===== config.mk =====
export PLATFORM = sky130hd
export DESIGN_NAME = ysyx_25030093_ifu_flat
export DESIGN_NICKNAME = d
export VERILOG_FILES = /design/src/rtl/ysyx_25030093_ifu_pkg.sv /design/src/rtl/ysyx_25030093_ifu_if.sv /design/src/rtl/ysyx_25030093_ifu.sv /design/src/flat_wrapper.sv
export SDC_FILE = /design/constraint.sdc
export NUM_CORES = 1
export LEC_CHECK = 0
export ABC_AREA = 1
export CAP_MARGIN = 0
export CORE_ASPECT_RATIO = 1.1
export CORE_MARGIN = 3
export CORE_UTILIZATION = 40
export DETAILED_ROUTE_END_ITERATION = 10
export PLACE_DENSITY = 0.83
export REMOVE_ABC_BUFFERS = 1
export SETUP_SLACK_MARGIN = 0.3
export SLEW_MARGIN = 20
export SYNTH_ARGS = -nofsm -noshare
export SYNTH_HDL_FRONTEND = slang
export SYNTH_SLANG_ARGS = --single-unit
export TNS_END_PERCENT = 10

===== constraint.sdc =====
create_clock -name clk -period 4.9 [get_ports clk]
set_clock_uncertainty 0.15 [all_clocks]
set_input_delay 0.98 -clock clk [delete_from_list [all_inputs] [get_ports clk]]
set_output_delay 0.98 -clock clk [all_outputs]
set_load 0.005 [all_outputs]

===== src/rtl/ysyx_25030093_ifu_pkg.sv =====
// Shared types and encodings for the ysyx_25030093 instruction fetch unit.
package ysyx_25030093_pkg;

  typedef enum logic [1:0] {
    IDLE = 2'b00,
    AR   = 2'b01,
    R    = 2'b10,
    HOLD = 2'b11
  } ifu_state_t;

  localparam logic [1:0] FAULT_NONE     = 2'b00;
  localparam logic [1:0] FAULT_MISALIGN = 2'b01;
  localparam logic [1:0] FAULT_BUSERR   = 2'b10;
  localparam logic [1:0] FAULT_TIMEOUT  = 2'b11;

  localparam logic [1:0] RESP_OKAY = 2'b00;

  function automatic logic is_misaligned(input logic [31:0] addr);
    return addr[1:0] != 2'b00;
  endfunction

endpackage


===== src/rtl/ysyx_25030093_ifu_if.sv =====
// PC-stage, instruction-bus and decode-side signals of the IFU.
// The master modport is the IFU itself; slave is its environment.
interface ysyx_25030093_ifu_if;
  logic [31:0] pc;
  logic        pc_valid;
  logic        pc_ready;
  logic [31:0] araddr;
  logic        arvalid;
  logic        arready;
  logic [31:0] rdata;
  logic [1:0]  rresp;
  logic        rvalid;
  logic        rready;
  logic [31:0] inst;
  logic [31:0] inst_pc;
  logic        inst_valid;
  logic        inst_ready;
  logic        fault;
  logic [1:0]  fault_cause;

  modport master (
    input  pc, pc_valid, arready, rdata, rresp, rvalid, inst_ready,
    output pc_ready, araddr, arvalid, rready, inst, inst_pc, inst_valid,
           fault, fault_cause
  );

  modport slave (
    output pc, pc_valid, arready, rdata, rresp, rvalid, inst_ready,
    input  pc_ready, araddr, arvalid, rready, inst, inst_pc, inst_valid,
           fault, fault_cause
  );
endinterface


===== src/rtl/ysyx_25030093_ifu.sv =====
// Instruction fetch unit: one outstanding AXI4-Lite-style read per pc.
// Optional performance counters are built when IFU_PERF_EN is defined.
module ysyx_25030093_ifu
  import ysyx_25030093_pkg::*;
#(
  parameter int unsigned TIMEOUT_CYCLES = 255,
  parameter logic [31:0] NOP_INST       = 32'h0000_0013
) (
  input  logic                       clk,
  input  logic                       rst,
  ysyx_25030093_ifu_if.master        bus,
  output logic [31:0]                perf_fetch,
  output logic [31:0]                perf_stall
);

  ifu_state_t  state_q, state_d;
  logic [31:0] fetch_pc_q, fetch_pc_d;
  logic [31:0] inst_q, inst_d;
  logic [31:0] inst_pc_q, inst_pc_d;
  logic        fault_q, fault_d;
  logic [1:0]  cause_q, cause_d;
  logic [15:0] tmo_q, tmo_d;
  logic        tmo_hit;

  // Timeout fires on the TIMEOUT_CYCLES-th cycle spent in AR+R.
  assign tmo_hit = (tmo_q == 16'(TIMEOUT_CYCLES - 32'd1));

  always_comb begin
    state_d    = state_q;
    fetch_pc_d = fetch_pc_q;
    inst_d     = inst_q;
    inst_pc_d  = inst_pc_q;
    fault_d    = fault_q;
    cause_d    = cause_q;
    tmo_d      = tmo_q;

    unique case (state_q)
      IDLE: begin
        if (bus.pc_valid) begin
          fetch_pc_d = bus.pc;
          tmo_d      = '0;
          if (is_misaligned(bus.pc)) begin
            state_d   = HOLD;
            inst_d    = NOP_INST;
            inst_pc_d = bus.pc;
            fault_d   = 1'b1;
            cause_d   = FAULT_MISALIGN;
          end else begin
            state_d = AR;
          end
        end
      end
      AR, R: begin
        tmo_d = tmo_q + 16'd1;
        if (tmo_hit) begin
          state_d   = HOLD;
          inst_d    = NOP_INST;
          inst_pc_d = fetch_pc_q;
          fault_d   = 1'b1;
          cause_d   = FAULT_TIMEOUT;
        end else if (state_q == AR) begin
          if (bus.arready) state_d = R;
        end else if (bus.rvalid) begin
          state_d   = HOLD;
          inst_d    = bus.rdata;
          inst_pc_d = fetch_pc_q;
          fault_d   = (bus.rresp != RESP_OKAY);
          cause_d   = (bus.rresp != RESP_OKAY) ? FAULT_BUSERR : FAULT_NONE;
        end
      end
      HOLD: begin
        if (bus.inst_ready) state_d = IDLE;
      end
      default: state_d = IDLE;
    endcase
  end

  always_ff @(posedge clk or posedge rst) begin
    if (rst) begin
      state_q    <= IDLE;
      fetch_pc_q <= '0;
      inst_q     <= NOP_INST;
      inst_pc_q  <= '0;
      fault_q    <= 1'b0;
      cause_q    <= FAULT_NONE;
      tmo_q      <= '0;
    end else begin
      state_q    <= state_d;
      fetch_pc_q <= fetch_pc_d;
      inst_q     <= inst_d;
      inst_pc_q  <= inst_pc_d;
      fault_q    <= fault_d;
      cause_q    <= cause_d;
      tmo_q      <= tmo_d;
    end
  end

  assign bus.pc_ready    = (state_q == IDLE);
  assign bus.arvalid     = (state_q == AR);
  assign bus.araddr      = fetch_pc_q;
  assign bus.rready      = (state_q == R);
  assign bus.inst_valid  = (state_q == HOLD);
  assign bus.inst        = inst_q;
  assign bus.inst_pc     = inst_pc_q;
  assign bus.fault       = fault_q;
  assign bus.fault_cause = cause_q;

`ifdef IFU_PERF_EN
  logic [31:0] perf_fetch_q, perf_stall_q;

  always_ff @(posedge clk or posedge rst) begin
    if (rst) begin
      perf_fetch_q <= '0;
      perf_stall_q <= '0;
    end else begin
      if (bus.inst_valid && bus.inst_ready) perf_fetch_q <= perf_fetch_q + 32'd1;
      if (state_q == AR || state_q == R)    perf_stall_q <= perf_stall_q + 32'd1;
    end
  end

  assign perf_fetch = perf_fetch_q;
  assign perf_stall = perf_stall_q;
`else
  assign perf_fetch = '0;
  assign perf_stall = '0;
`endif

endmodule


===== src/flat_wrapper.sv =====
// flat-port wrapper written by rule: the top's interface ports become plain ports
module ysyx_25030093_ifu_flat import ysyx_25030093_pkg::*;
#(
  parameter int unsigned TIMEOUT_CYCLES = 255,
  parameter logic [31:0] NOP_INST       = 32'h0000_0013
)
  (clk, rst, perf_fetch, perf_stall, bus_pc, bus_pc_valid, bus_arready, bus_rdata, bus_rresp, bus_rvalid, bus_inst_ready, bus_pc_ready, bus_araddr, bus_arvalid, bus_rready, bus_inst, bus_inst_pc, bus_inst_valid, bus_fault, bus_fault_cause);
  ysyx_25030093_ifu_if bus_i ();
  input  logic clk;
  input  logic rst;
  output logic [31:0] perf_fetch;
  output logic [31:0] perf_stall;
  input wire logic [$bits(bus_i.pc)-1:0] bus_pc;
  input wire logic [$bits(bus_i.pc_valid)-1:0] bus_pc_valid;
  input wire logic [$bits(bus_i.arready)-1:0] bus_arready;
  input wire logic [$bits(bus_i.rdata)-1:0] bus_rdata;
  input wire logic [$bits(bus_i.rresp)-1:0] bus_rresp;
  input wire logic [$bits(bus_i.rvalid)-1:0] bus_rvalid;
  input wire logic [$bits(bus_i.inst_ready)-1:0] bus_inst_ready;
  output wire logic [$bits(bus_i.pc_ready)-1:0] bus_pc_ready;
  output wire logic [$bits(bus_i.araddr)-1:0] bus_araddr;
  output wire logic [$bits(bus_i.arvalid)-1:0] bus_arvalid;
  output wire logic [$bits(bus_i.rready)-1:0] bus_rready;
  output wire logic [$bits(bus_i.inst)-1:0] bus_inst;
  output wire logic [$bits(bus_i.inst_pc)-1:0] bus_inst_pc;
  output wire logic [$bits(bus_i.inst_valid)-1:0] bus_inst_valid;
  output wire logic [$bits(bus_i.fault)-1:0] bus_fault;
  output wire logic [$bits(bus_i.fault_cause)-1:0] bus_fault_cause;
  assign bus_i.pc = bus_pc;
  assign bus_i.pc_valid = bus_pc_valid;
  assign bus_i.arready = bus_arready;
  assign bus_i.rdata = bus_rdata;
  assign bus_i.rresp = bus_rresp;
  assign bus_i.rvalid = bus_rvalid;
  assign bus_i.inst_ready = bus_inst_ready;
  assign bus_pc_ready = bus_i.pc_ready;
  assign bus_araddr = bus_i.araddr;
  assign bus_arvalid = bus_i.arvalid;
  assign bus_rready = bus_i.rready;
  assign bus_inst = bus_i.inst;
  assign bus_inst_pc = bus_i.inst_pc;
  assign bus_inst_valid = bus_i.inst_valid;
  assign bus_fault = bus_i.fault;
  assign bus_fault_cause = bus_i.fault_cause;
  ysyx_25030093_ifu #(.TIMEOUT_CYCLES(TIMEOUT_CYCLES), .NOP_INST(NOP_INST)) u_core (.clk(clk), .rst(rst), .bus(bus_i), .perf_fetch(perf_fetch), .perf_stall(perf_stall));
endmodule

==> results.json <==
{
  "status": "finished, final reports clean",
  "cpMaxStageDelayCell": "nand3_4",
  "fmax_ghz": 0.302,
  "die_h_um": 133,
  "holdPathEnd": "u_core.bus.inst_pc[26]",
  "vias_per_cell": 4.62,
  "critPathLaunchType": "input pin",
  "drv_cap": 0,
  "first_global_vias": 4704,
  "netlist_area_mm2": 0.00586,
  "synth_top_area_share_pct": 48.6,
  "cts_inserted_buffers": 17,
  "required_ns": 5.04,
  "clock-sinks": 117,
  "die_x_um": 121,
  "hp-start": "u_core.bus.inst_pc[26]",
  "n_antenna_cell": 0,
  "cts_hold_buf": 0,
  "fin_area_mm2": 0.00808,
  "dp_cells": 1060,
  "synthCells": 731,
  "cts_buffer_depth": 2,
  "timing.rr.start": "u_core.tmo_q[0]",
  "path_clk_slew_ns": 0.05,
  "drive_gt1_share_pct": 5.09,
  "r2r_setup_slack_ns": 1.76,
  "crit_family": "simple AND/OR/NAND/NOR gates",
  "fin_cells": 1091,
  "place.gp.congestion": 0.862,
  "hold_depth": 2,
  "core_area_mm2": 0.0141,
  "total_leakage_power_nw": 3.87,
  "cp.buffers_inverters": 3,
  "io_buffers": 174,
  "grt_antenna_before_repair": 0,
  "synth-seq-cells": 117,
  "path_class": "input pin to flop",
  "postCtsSetupBuffers": 0,
  "avgSynthCellArea_um2": 8.02,
  "grt_max_degree": 99,
  "die-area_mm2": 0.0162,
  "vias": 5036,
  "rows": 45,
  "grt_overflow": 0,
  "fillCellCount": 1243,
  "power.density_mw_per_mm2": 671,
  "rsz0062_at_grt": "no",
  "ant_nets": 0,
  "drt_iter0_markers": 377,
  "cp_max_fo": 79,
  "clock_latency_ns": 0.40,
  "r2r_end": "u_core.bus.inst_pc[10]",
  "relSlewSlack_pct": 33.1,
  "slew_viol_final": 0,
  "cts_root_buf": "clkbuf_16",
  "hold_violations": 0,
  "yosysSeqAreaShare_pct": 50.0,
  "cts_tree": "yes",
  "yosys_warnings": 0,
  "area_growth_pct": 37.8,
  "synth_area_leader_cell": "dfrtp_1",
  "ir_drop_v": 0.000711,
  "synth_ff_type": "dfrtp_1",
  "crit_chain": "clkdlybuf4s50_1 > inv_1 > nand2_1 > nand2_1 > nor2_1 > nand3_4 > buf_4 > nand2_1 > nand2_1",
  "worst-r2r-cell-count": 10,
  "crit_path_end_kind": "flop",
  "gr-usage-all-layers_pct": 17.6,
  "final-setup-viol-count": 0,
  "synthArstFlopShare_pct": 100,
  "post_cts_resized": 0,
  "fin_crit_ns": 3.31,
  "start_util_pct": 41.7,
  "min_path_type": "flop to flop",
  "first_pass_iters": 5,
  "dp_hpwl_mm": 10.2,
  "nets": 970,
  "grt_pass1_wl_mm": 23.1,
  "post_drt_wl_per_cell_um": 13.3,
  "worst_slew_pin_slew_ns": 1.00,
  "ys_types": 26,
  "layout_worst_path_cycle_share_pct": 67.5,
  "critPathArrivalTime_ns": 3.45,
  "htreeDepth": 4,
  "utilization_pct": 57.4,
  "detailed_place.area_mm2": 0.00746,
  "mostFrequentLayoutCells": "236 x nand2_1, 174 x clkdlybuf4s50_1, 114 x dfrtp_1",
  "setup_tns_ns": 0,
  "final_common_cell": "nand2_1",
  "drcViolationCount": 0,
  "ios": 239,
  "synth_edf_count": 0,
  "worst_path_largest_cell_delay_ns": 0.61,
  "crit_path_frequent_cell": "nand2_1",
  "critical_path.startpoint": "bus_pc_valid",
  "synth_area_leaders": "dfrtp_1 49%, nand2_1 15%, buf_4 8.2%",
  "wl_mm": 14.5
}
[cell usage after synthesis (2+ instances only)]
| cell | number |
|---|---|
| nand3_1 | 43 |
| dfrtp_1 | 114 |
| nor2_1 | 33 |
| buf_2 | 6 |
| dfstp_2 | 3 |
| nand2_1 | 237 |
| a21oi_1 | 9 |
| buf_6 | 8 |
| nor3_1 | 12 |
| clkbuf_1 | 21 |
| inv_2 | 2 |
| buf_4 | 64 |
| nand4_1 | 3 |
| nand2_2 | 3 |
| ha_1 | 7 |
| o21ai_1 | 20 |
| o21ai_0 | 84 |
| inv_1 | 54 |
[routing by layer]
metal	track usage, %	part of all wire, %	up-vias
met1	22.0	42	2323
met4	7.22	2.4	0
met2	29.1	49	183
li1	-	-	2502
met3	4.19	6.1	28
met5	0	0	-
[report_power, final]
group | internal [mW] | switching (mW)
logic | 1.12 | 1.37
clock network | 0.888 | 0.418
registers | 1.37 | 0.246
[cell families after synthesis]
logic type	Yosys count	synth area share, %
other	1	0.0639
AOI/OAI and AO/OA	115	9.96
and+or+nand+nor	334	23.1
adders and majority gates	7	1.49
buffers and inverters	157	15.4
DFF	117	50.0
[per-stage QoR]
step	setup slack, ns	hold slack [ns]	power (mW)
2_1_floorplan	0.674	0.322	2.92
3_3_place_gp	1.24	0.312	4.09
3_5_place_dp	1.20	0.314	4.16
4_1_cts	1.62	0.329	5.50
5_1_grt	1.35	0.356	5.88
6_report	1.59	0.327	5.42
[registers in the layout, indices dropped and copies added, names as in the netlist]
signal	flops
u_core.bus.araddr	32
u_core.bus.inst	32
u_core.bus.inst_pc	32
u_core.tmo_q	16
u_core.bus.fault_cause	2
u_core.state_q	2
u_core.bus.fault	1
[layout make-up]
type	instances	area (um2)	area share, %
tap	188	235	2.91
clock inverter	8	146	1.81
timing repair buffer	177	1780	22.0
multi-input combinational	520	2290	28.3
clock buffer	23	478	5.91
inverter	58	225	2.79
sequential	117	2930	36.3
[worst min-delay path, delay by kind of cell (launching register included)]
family | cells | cell delay, ns
flops | 1 | 0.34
simple gates | 2 | 0.10
[worst max-delay path by stage]
stage	endpoint	slack [ns]	cells past startpoint
final	u_core.bus.inst_pc[10]	1.59	9
after global routing	u_core.bus.inst_pc[0]	1.35	9
after CTS	u_core.bus.inst_pc[15]	1.62	9
after detailed placement	u_core.bus.inst_pc[19]	1.20	9
after global placement	u_core.bus.inst_pc[25]	1.24	9
after floorplan	u_core.bus.araddr[0]	0.67	1
No activity file was read; power rests on OpenSTA's default activity.
